$ cat config.mk
export PLATFORM = sky130hd
export DESIGN_NAME = pipe_ctrl_unit
export DESIGN_NICKNAME = d
export VERILOG_FILES = /design/src/rtl/pipe_ctrl_unit.sv
export SDC_FILE = /design/constraint.sdc
export NUM_CORES = 1
export LEC_CHECK = 0
export ABC_CLOCK_PERIOD_IN_PS = 2350
export CELL_PAD_IN_SITES_DETAIL_PLACEMENT = 2
export CELL_PAD_IN_SITES_GLOBAL_PLACEMENT = 2
export CORE_MARGIN = 10
export CORE_UTILIZATION = 19
export DETAILED_ROUTE_END_ITERATION = 7
export PLACE_DENSITY = 0.88
export SLEW_MARGIN = 40
export SYNTH_ARGS = -nofsm -noshare
export SYNTH_HDL_FRONTEND = slang
export SYNTH_SLANG_ARGS = --single-unit
$ cat constraint.sdc
create_clock -name clk -period 2.35 [get_ports clk]
set_input_delay 0.3525 -clock clk [delete_from_list [all_inputs] [get_ports clk]]
set_output_delay 0.3525 -clock clk [all_outputs]
set_load 0.01 [all_outputs]
$ cat src/rtl/pipe_ctrl_unit.sv
// Pipelined control unit: decodes the ID opcode, carries control through ID/EX, EX/MEM, MEM/WB,
// stalls on load-use and flushes after taken branches. PIPE_CTRL_PERF_CNT_EN enables stall/flush counters.
module pipe_ctrl_unit #(
    parameter int REG_ADDR_W  = 5,
    parameter int ALU_OP_W    = 2,
    parameter int FLUSH_DEPTH = 1
) (
    input  logic                  clk,
    input  logic                  rst,
    input  logic                  id_valid,
    input  logic [6:0]            opcode,
    input  logic [REG_ADDR_W-1:0] rs1,
    input  logic [REG_ADDR_W-1:0] rs2,
    input  logic [REG_ADDR_W-1:0] rd,
    input  logic                  ex_taken,
    output logic                  pc_write,
    output logic                  if_id_write,
    output logic                  if_id_flush,
    output logic [ALU_OP_W-1:0]   ex_alu_op,
    output logic                  ex_alu_src,
    output logic                  ex_branch,
    output logic                  ex_jump,
    output logic [REG_ADDR_W-1:0] ex_rd,
    output logic                  mem_read,
    output logic                  mem_write,
    output logic [REG_ADDR_W-1:0] mem_rd,
    output logic                  wb_mem_2_reg,
    output logic                  wb_reg_write,
    output logic [REG_ADDR_W-1:0] wb_rd,
    output logic [31:0]           stall_cnt,
    output logic [31:0]           flush_cnt
);

    // state    | meaning
    // ST_RUN   | normal issue; a taken branch in EX flushes IF/ID this cycle
    // ST_FLUSH | extra bubbles after a taken branch, flush_left_q cycles remain
    typedef enum logic {ST_RUN = 1'b0, ST_FLUSH = 1'b1} state_t;

    localparam logic [6:0] OP_R     = 7'b0110011;
    localparam logic [6:0] OP_I     = 7'b0010011;
    localparam logic [6:0] OP_B     = 7'b1100011;
    localparam logic [6:0] OP_JAL   = 7'b1101111;
    localparam logic [6:0] OP_LOAD  = 7'b0000011;
    localparam logic [6:0] OP_STORE = 7'b0100011;

    localparam logic [ALU_OP_W-1:0] ALU_ADD   = ALU_OP_W'(0);
    localparam logic [ALU_OP_W-1:0] ALU_SUB   = ALU_OP_W'(1);
    localparam logic [ALU_OP_W-1:0] ALU_RTYPE = ALU_OP_W'(2);
    localparam logic [1:0]          FLUSH_INIT = 2'(FLUSH_DEPTH - 1);

    typedef struct packed {
        logic [ALU_OP_W-1:0]   alu_op;
        logic                  alu_src;
        logic                  branch;
        logic                  jump;
        logic                  mem_read;
        logic                  mem_write;
        logic                  mem_2_reg;
        logic                  reg_write;
        logic [REG_ADDR_W-1:0] rd;
    } id_ex_t;

    typedef struct packed {
        logic                  mem_read;
        logic                  mem_write;
        logic                  mem_2_reg;
        logic                  reg_write;
        logic [REG_ADDR_W-1:0] rd;
    } ex_mem_t;

    typedef struct packed {
        logic                  mem_2_reg;
        logic                  reg_write;
        logic [REG_ADDR_W-1:0] rd;
    } mem_wb_t;

    state_t  state_q, state_d;
    logic [1:0] flush_left_q, flush_left_d;
    id_ex_t  dec, id_ex_q;
    ex_mem_t ex_mem_q;
    mem_wb_t mem_wb_q;
    logic    uses_rs2, hazard, flush_now, stall, bubble_ex;

    always_comb begin
        dec      = '0;
        uses_rs2 = 1'b0;
        if (id_valid) begin
            case (opcode)
                OP_R: begin
                    dec.alu_op = ALU_RTYPE; dec.reg_write = 1'b1; dec.rd = rd; uses_rs2 = 1'b1;
                end
                OP_I: begin
                    dec.alu_op = ALU_ADD; dec.alu_src = 1'b1; dec.reg_write = 1'b1; dec.rd = rd;
                end
                OP_B: begin
                    dec.alu_op = ALU_SUB; dec.branch = 1'b1; dec.rd = rd; uses_rs2 = 1'b1;
                end
                OP_JAL: begin
                    dec.alu_op = ALU_ADD; dec.jump = 1'b1; dec.reg_write = 1'b1; dec.rd = rd;
                end
                OP_LOAD: begin
                    dec.alu_op = ALU_ADD; dec.alu_src = 1'b1; dec.mem_2_reg = 1'b1;
                    dec.reg_write = 1'b1; dec.mem_read = 1'b1; dec.rd = rd;
                end
                OP_STORE: begin
                    dec.alu_op = ALU_ADD; dec.alu_src = 1'b1; dec.mem_write = 1'b1; dec.rd = rd;
                    uses_rs2 = 1'b1;
                end
                default: ;
            endcase
        end
    end

    assign hazard = id_ex_q.mem_read && (id_ex_q.rd != '0) && id_valid &&
                    ((id_ex_q.rd == rs1) || ((id_ex_q.rd == rs2) && uses_rs2));

    always_ff @(posedge clk) begin
        if (rst) begin
            state_q      <= ST_RUN;
            flush_left_q <= '0;
        end else begin
            state_q      <= state_d;
            flush_left_q <= flush_left_d;
        end
    end

    always_comb begin
        state_d      = state_q;
        flush_left_d = flush_left_q;
        case (state_q)
            ST_RUN: begin
                if (ex_taken && (FLUSH_DEPTH > 1)) begin
                    state_d      = ST_FLUSH;
                    flush_left_d = FLUSH_INIT;
                end
            end
            ST_FLUSH: begin
                flush_left_d = flush_left_q - 2'd1;
                if (flush_left_q == 2'd1) state_d = ST_RUN;
            end
            default: state_d = ST_RUN;
        endcase
    end

    // Reset forces the idle control values even before the registers have cleared.
    always_comb begin
        flush_now   = !rst && (ex_taken || (state_q == ST_FLUSH));
        stall       = !rst && hazard && !flush_now;
        bubble_ex   = stall || flush_now;
        pc_write    = !stall;
        if_id_write = !stall;
        if_id_flush = flush_now;
    end

    always_ff @(posedge clk) begin
        if (rst) begin
            id_ex_q  <= '0;
            ex_mem_q <= '0;
            mem_wb_q <= '0;
        end else begin
            id_ex_q  <= bubble_ex ? '0 : dec;
            ex_mem_q <= {id_ex_q.mem_read, id_ex_q.mem_write, id_ex_q.mem_2_reg,
                         id_ex_q.reg_write, id_ex_q.rd};
            mem_wb_q <= {ex_mem_q.mem_2_reg, ex_mem_q.reg_write, ex_mem_q.rd};
        end
    end

    assign ex_alu_op    = id_ex_q.alu_op;
    assign ex_alu_src   = id_ex_q.alu_src;
    assign ex_branch    = id_ex_q.branch;
    assign ex_jump      = id_ex_q.jump;
    assign ex_rd        = id_ex_q.rd;
    assign mem_read     = ex_mem_q.mem_read;
    assign mem_write    = ex_mem_q.mem_write;
    assign mem_rd       = ex_mem_q.rd;
    assign wb_mem_2_reg = mem_wb_q.mem_2_reg;
    assign wb_reg_write = mem_wb_q.reg_write;
    assign wb_rd        = mem_wb_q.rd;

`ifdef PIPE_CTRL_PERF_CNT_EN
    logic [31:0] stall_cnt_q, flush_cnt_q;

    always_ff @(posedge clk) begin
        if (rst) begin
            stall_cnt_q <= '0;
            flush_cnt_q <= '0;
        end else begin
            if (stall)     stall_cnt_q <= stall_cnt_q + 32'd1;
            if (flush_now) flush_cnt_q <= flush_cnt_q + 32'd1;
        end
    end

    assign stall_cnt = stall_cnt_q;
    assign flush_cnt = flush_cnt_q;
`else
    assign stall_cnt = '0;
    assign flush_cnt = '0;
`endif

endmodule

# ---- Word level (Yosys, flattened, before mapping)
# Index checks and enable logic that the tools add are counted.
dict set report op_classes {
  n_addsub 1
  n_mul 0
  div_mod_pow 0
  order_cmp 0
  n_eq_ne 9
  n_shift 0
  muxes 10
  bitwise_logic 3
  n_reduce_logical 21
}
# cell n
set ops {}
lappend ops {{7-bit by 6-bit equality test with 1-bit output (second input constant)} 2}
lappend ops {{7-bit equality test (second input constant)} 2}
lappend ops {{5-bit equality test} 2}
lappend ops {{1-bit 2-to-1 mux} 9}
lappend ops {{3-bit OR reduction} 3}
lappend ops {{4-bit OR reduction} 2}
lappend ops {{7-bit by 2-bit equality test with 1-bit output (second input constant)} 1}
lappend ops {{7-bit by 5-bit equality test with 1-bit output (second input constant)} 1}
lappend ops {{1-bit logical AND} 7}
lappend ops {{6-bit OR reduction} 1}
lappend ops {{5-bit nonzero test} 1}
lappend ops {{2-bit case mux with 2 select lines} 1}
lappend ops {{1-bit zero test} 3}
lappend ops {{1-bit logical OR} 3}
lappend ops {{1-bit NOT} 3}
lappend ops {{2-bit by 1-bit equality test with 1-bit output (second input constant)} 1}
lappend ops {{2-bit OR reduction} 1}
lappend ops {{2-bit by 1-bit subtractor with 2-bit output (second input constant)} 1}
dict set report totals {
  reg_bits 31
  latchBits 0
  ramBits 0
  rom_bits 0
  in_bits 26
  output_inout_bits 91
  word_cells 61
  mem_count 0
}

# ---- Depth between registers and ports, before layout
# Gate-level depths: netlist of the first run.
dict set report depth {
  word_depth 11
  depth_mapped 7
  ltp_nobuf 5
}

# ---- Least setup slack after synthesis of the first run
# No wires, ideal clock.
dict set report synth_timing {
  kind {input to output}
  startpoint {in opcode[0]}
  endpoint {out pc_write}
  arrival_time_ns 1.713
  required_ns 1.997
  path_slack_ns 0.285
  cell_stages 7
  n_path_buf 2
  cell_sequence {nand3_1 a2111oi_0 nand4_1 a21oi_2 buf_6 o21ai_0 buf_4}
}
dict set report synth_between {
  elab_chain_len 10
  word_cells_on_any_way 12
  cone_classes {eq/ne: 3; mux: 2; reduce/logical: 7}
}
# item line_no
set synth_rtl {}
lappend synth_rtl {{start: declaration} 11} ;# input logic [6:0] opcode,
lappend synth_rtl {{7-bit equality test / 7-bit by 6-bit equality test with 1-bit output (equally long branches)} 88} ;# case (opcode)
lappend synth_rtl {{3-bit OR reduction (no source line) (*)} --}
lappend synth_rtl {{1-bit 2-to-1 mux (*)} 88}
lappend synth_rtl {{1-bit 2-to-1 mux (*)} 87} ;# if (id_valid) begin
lappend synth_rtl {{1-bit logical AND (*)} 115} ;# ((id_ex_q.rd == rs1) || ((id_ex_q.rd == rs2) && uses_rs2));
lappend synth_rtl {{1-bit logical OR (*)} 115}
lappend synth_rtl {{1-bit logical AND (*)} 114} ;# assign hazard = id_ex_q.mem_read && (id_ex_q.rd != '0) && id_valid &&
lappend synth_rtl {{1-bit logical AND (*) (2 in a row)} 148} ;# stall = !rst && hazard && !flush_now;
lappend synth_rtl {{1-bit zero test (*)} --}
lappend synth_rtl {{end: declaration} 16} ;# output logic pc_write,
# Every way passes the cells marked *; elsewhere a longest branch is shown, timed or not.

# ---- Worst setup path in the final report of the first run
dict set report layout_timing {
  startpoint {in opcode[5]}
  endpoint {out if_id_write}
}
dict set report layout_between {
  elab_chain_len 10
  word_cells_on_any_way 12
  cone_classes {eq/ne: 3; mux: 2; reduce/logical: 7}
}
# item line_no
set layout_rtl {}
lappend layout_rtl {{7-bit equality test / 7-bit by 6-bit equality test with 1-bit output (equally long branches)} 88}
lappend layout_rtl {{3-bit OR reduction (no source line) (*)} --}
lappend layout_rtl {{1-bit 2-to-1 mux (*)} 88}
lappend layout_rtl {{1-bit 2-to-1 mux (*)} 87}
lappend layout_rtl {{1-bit logical AND (*)} 115}
lappend layout_rtl {{1-bit logical OR (*)} 115}
lappend layout_rtl {{1-bit logical AND (*)} 114}
lappend layout_rtl {{1-bit logical AND (*) (2 in a row)} 148}
lappend layout_rtl {{1-bit zero test (*)} 151} ;# if_id_write = !stall;
lappend layout_rtl {{end: declaration} 17} ;# output logic if_id_write,
# Marks and branches as above.

==> flow_summary.json, run 1 <==
{
  "clock_latency_ps": 280,
  "grt_pass1_vias": 1435,
  "cts_sinks": 31,
  "outcome": "finished clean",
  "p_leak_nw": 0.990,
  "die_x_um": 116,
  "maxCapViolations": 0,
  "drtIter0Drc": 33,
  "dpl.hpwl_um": 4520,
  "grtUsageTotal_pct": 7.45,
  "vias": 1207,
  "htreeDepth": 2,
  "fin_nets": 273,
  "postPlaceCellArea_um2": 2220,
  "utilization_pct": 25.7,
  "area_growth_pct": 33.3,
  "avgSynthCellArea_um2": 9.59,
  "synth-seq-cells": 31,
  "cts_buffers": 5,
  "hold_viol_final": 0,
  "period_minus_slack_ps": 2220,
  "grt-ovfl-total": 0,
  "yosysWarnings": 0,
  "tns_ps": 0,
  "hold_class": "reg -> reg",
  "path_buf_inv": 3,
  "grt_max_degree": 14,
  "ys_async_sr_fraction_pct": 0,
  "antenna_found_initial": 0,
  "ios": 117,
  "slew_violations": 0,
  "place.gp.congestion": 0.691,
  "max_freq_mhz": 450,
  "viasPerCell": 3.37,
  "path_clk_slew_ps": 70,
  "synth_ff_type": "dfxtp_1",
  "dp_cells": 350,
  "die_h_um": 116,
  "critical-path-slowest-cell": "clkdlybuf4s50_1",
  "final_cells": 358,
  "power_density_nw_per_um2": 525,
  "cts_setup_buffers": 0,
  "crit_family": "buffers and inverters",
  "synth-edff-count": 0,
  "wl_per_cell_um": 14.8,
  "final_common_cell": "conb_1",
  "die-area_um2": 13500,
  "stdcell_area_um2": 2350,
  "relSlewSlack_pct": 54.4,
  "timing.final.ws_setup_ps": 129,
  "skew_ps": 3.03,
  "initial_core_util_pct": 19.3,
  "fp.coreArea_um2": 9150,
  "dr.pass1.iters": 3,
  "path_cells": "clkdlybuf4s50_1, nand3_2, a2111oi_4, buf_4, nand4_1, a21oi_2, o21ai_1, buf_2",
  "antenna_cells": 0,
  "dpl_worst_slack_ps": -634,
  "drc": 0,
  "required_ps": 2000,
  "syn_inst": 184,
  "cts_tree": "built",
  "ys_seq_area_share_pct": 35.2,
  "end_kind": "output pin",
  "worst_slew_pin_slew_ps": 684,
  "setup_violations": 0,
  "fin_crit_sh_pct": 94.5,
  "vdd_drop_max_uv": 282,
  "synthDistinctLibCells": 30,
  "port_buffers": 52,
  "num_rows": 35,
  "slowest_delay_ps": 500,
  "cp_data_arrival_time_ps": 1870,
  "path_max_fanout": 2,
  "criticalPathCategory": "in -> out",
  "root_buffer": "clkbuf_8",
  "grt_pass1_wl_um": 7580,
  "rsz0062_at_grt": "no",
  "drive_gt1_share_pct": 16.2,
  "mostFrequentLayoutCells": "64 x conb_1, 47 x clkdlybuf4s50_1, 31 x dfxtp_1",
  "clockBufferDepth": 2,
  "wl_um": 5290,
  "syn-cell-area_um2": 1770,
  "ant_nets": 0,
  "startpoint_type": "primary input"
}
what timing repair did:
action / in CTS / in global routing
endpoints found under the setup margin: 2 / 2
hold buffers: 0 / 0
gates resized for setup: 11 / 4
pin swaps: 2 / 1
power by group:
group	switching, W	internal [W]	leakage [nW]
combinational	0.0000937	0.0000660	0.679
sequential	0.000000424	0.000526	0.250
clock	0.000207	0.000343	0.0612
total	0.000301	0.000935	0.990
path summary, 6_finish.rpt:
kind	startpoint	to	slack [ps]	cells after the start
setup reg to reg	ex_rd[3]$_SDFF_PP0_	ex_rd[1]$_SDFF_PP0_	570	5
hold / removal	id_ex_q[7]$_SDFF_PP0_	mem_write$_SDFF_PP0_	450	1
setup / recovery	opcode[5]	if_id_write	130	8
hold reg to reg	id_ex_q[7]$_SDFF_PP0_	mem_write$_SDFF_PP0_	450	1
per-stage QoR:
step	hold slack, ps	total power (W)
final	448	0.00124
after global routing	473	0.00129
after CTS	454	0.00125
after detailed placement	441	0.000688
after global placement	420	0.000684
after floorplan	414	0.000691
metal layers:
| layer | vias to the layer above | share of wire, % | GRT usage [%] |
|---|---|---|---|
| met5 | - | 0 | 0 |
| met4 | 0 | 0.66 | 2.50 |
| met3 | 4 | 15 | 5.55 |
| met2 | 72 | 52 | 13.2 |
| met1 | 555 | 32 | 6.31 |
| li1 | 576 | - | - |
kinds of logic (layout without fill, tap and decap cells):
group | Yosys count | count (layout) | synth area share [%]
XOR/XNOR | 11 | 11 | 5.46
other | 1 | 64 | 0.212
adder cells (fa/ha/maj) | 1 | 1 | 0.709
AND/OR/NAND/NOR | 52 | 52 | 21.4
AO/OA/AOI/OAI | 5 | 5 | 2.27
multiplexers | 1 | 1 | 0.567
flip-flops | 31 | 31 | 35.2
buffers and inverters | 82 | 82 | 34.2
final cells by class:
type	instances	area [µm²]
clock buffers	6	82.6
clock inverters	2	35.0
fillers	1028	6800
inverters	1	3.75
multi-input cells	134	801
flip-flops and latches	31	621
well taps	111	139
repair buffers	73	672
synthesized netlist by cell type (all sizes together) (2+ instances only):
cell type | count | area share (%)
xnor2 | 5 | 2.5
xor2 | 6 | 3.0
buf | 78 | 33
nor4 | 2 | 2.4
nor2 | 8 | 1.7
dfxtp | 31 | 35
nand2 | 2 | 0.43
nor4b | 6 | 4.7
nor3 | 5 | 1.4
nor2b | 17 | 6.0
or4 | 2 | 1.1
nand4 | 2 | 0.71
nor3b | 2 | 0.85
clkbuf | 3 | 0.64
a21oi | 2 | 0.78
nand3 | 3 | 0.85
Power figures use the tool's default switching activity.
==> inputs of run 2 (changes only) <==
- CORE_ASPECT_RATIO: not set -> 1.25
==> run 2 against run 1 <==
Net effect: die area rose by 0.17%; count of clock-buffer cells in the layout did not move; non-clock buffer count fell by 9; global-route usage rose by 0.73 points; register-to-register slack got worse by 140 ps; combinational power fell by 4%; worst setup slack improved by 1.6 ps; critical path depth fell by 1; sequential share of layout area fell by 0.17 points; first-iteration DRC count fell by 82%; largest cell class unchanged; highest routed layer unchanged.
==> flow_summary.json, run 2 (same netlist as run 1, synthesis figures left out) <==
{
  "outcome": "finished clean",
  "fin_crit_sh_pct": 94.4,
  "cp_data_arrival_time_ps": 1870,
  "grtUsageTotal_pct": 8.18,
  "area_growth_pct": 34.2,
  "path_clk_slew_ps": 60,
  "max_freq_mhz": 451,
  "die_h_um": 128,
  "end_kind": "output pin",
  "die-area_um2": 13600,
  "required_ps": 2000,
  "antenna_found_initial": 0,
  "criticalPathCategory": "in -> out",
  "hold_viol_final": 0,
  "clock_latency_ps": 280,
  "initial_core_util_pct": 19.3,
  "slowest_delay_ps": 520,
  "port_buffers": 52,
  "final_common_cell": "conb_1",
  "setup_violations": 0,
  "vias": 1225,
  "timing.final.ws_setup_ps": 131,
  "r2r_slack_ps": 430,
  "utilization_pct": 26.0,
  "fp.coreArea_um2": 9130,
  "grt-ovfl-total": 0,
  "cts_buffers": 5,
  "num_rows": 39,
  "cts_tree": "built",
  "critical-path-slowest-cell": "clkdlybuf4s50_1",
  "worst_slew_pin_slew_ps": 633,
  "drive_gt1_share_pct": 13.4,
  "htreeDepth": 2,
  "drc": 0,
  "grt_pass1_wl_um": 8570,
  "p_leak_nw": 0.975,
  "mostFrequentLayoutCells": "64 x conb_1, 47 x clkdlybuf4s50_1, 31 x dfxtp_1",
  "drtIter0Drc": 6,
  "power_density_nw_per_um2": 608,
  "maxCapViolations": 0,
  "combPwrFrac_pct": 10.6,
  "antenna_cells": 0,
  "viasPerCell": 3.39,
  "switching_share_pct": 22.9,
  "fill_cells": 1061,
  "dpl_worst_slack_ps": -506,
  "grt_pass1_vias": 1547,
  "power.share.sequential_pct": 36.6,
  "ant_nets": 0,
  "relSlewSlack_pct": 57.8,
  "root_buffer": "clkbuf_16",
  "fin_nets": 264,
  "die_x_um": 106,
  "slew_violations": 0,
  "period_minus_slack_ps": 2220,
  "path_cells": "clkdlybuf4s50_1, nand3_2, a2111oi_4, nand4_1, a21oi_2, o21ai_1, clkdlybuf4s15_2",
  "ios": 117,
  "p_int_w": 0.00111,
  "grt_max_degree": 21,
  "place.gp.congestion": 0.690,
  "startpoint_type": "primary input",
  "wl_um": 5800,
  "power_switching_w": 0.000330,
  "wl_per_cell_um": 16.1,
  "cts_sinks": 31,
  "pwr-share-clk_pct": 52.8,
  "path_max_fanout": 2,
  "dpl.hpwl_um": 4670,
  "dr.pass1.iters": 4,
  "vdd_drop_max_uv": 262,
  "clockBufferDepth": 2,
  "skew_ps": 6.08,
  "hold_class": "reg -> reg"
}
-- run 2: final timing paths --
path         cells after the start                   from                endpoint
min                              1  id_ex_q[5]$_SDFF_PP0_  ex_mem_q[5]$_SDFF_PP0_
max                              7              opcode[0]                pc_write
min reg2reg                      1  id_ex_q[5]$_SDFF_PP0_  ex_mem_q[5]$_SDFF_PP0_
max reg2reg                      6    ex_rd[1]$_SDFF_PP0_     ex_rd[2]$_SDFF_PP0_
-- run 2: power groups by stage --
stage,logic (W),registers [W],clock network (W)
after floorplan,0.000153,0.000538,0
after global placement,0.000138,0.000538,0
after detailed placement,0.000141,0.000538,0
after CTS,0.000145,0.000527,0.000774
after global routing,0.000170,0.000527,0.000797
final,0.000153,0.000527,0.000761
-- run 2: layout make-up --
type | count | area (µm²) | share of cell area, %
clock buffers | 6 | 139 | 5.86
clock inverters | 2 | 35.0 | 1.48
inverters | 1 | 3.75 | 0.158
multi-input cells | 134 | 806 | 34.0
flip-flops and latches | 31 | 621 | 26.2
well taps | 123 | 154 | 6.50
repair buffers | 64 | 611 | 25.8
-- run 2: critical path: cells and delay by family --
family | cells | cell delay (ps)
compound gates | 3 | 490
buf+inv | 2 | 760
simple gates | 2 | 260
-- run 2: repair_timing --
action	4_1_cts	5_1_grt
pin swaps	3	3
hold buffers	0	0
buffers inserted	1	0
endpoints found under the setup margin	2	1
resized for setup	11	5
-- run 2: layer usage --
layer / global-route usage, % / share of wire [%] / wire length, µm
met1: 6.80 / 32 / 1840
met2: 15.8 / 55 / 3210
met3: 4.33 / 12 / 687
met4: 3.03 / 1.1 / 64
met5: 0 / 0 / 0
-- run 2: metrics by stage --
stage	hold slack (ps)	TNS (ps)	total power (W)	instances	cell area [µm²]
floorplan	414	0	0.000691	247	2000
global placement	421	-640	0.000676	352	2160
detailed placement	444	-1000	0.000680	352	2160
CTS	459	0	0.00145	361	2340
global route	477	-4.92	0.00149	361	2370
finish	456	0	0.00144	361	2370
==> inputs of run 3 (changes only) <==
- ABC_CLOCK_PERIOD_IN_PS: 2350 -> not set
==> results of run 3 <==
No change in the layout: final DEF, timing and power equal those of run 2.
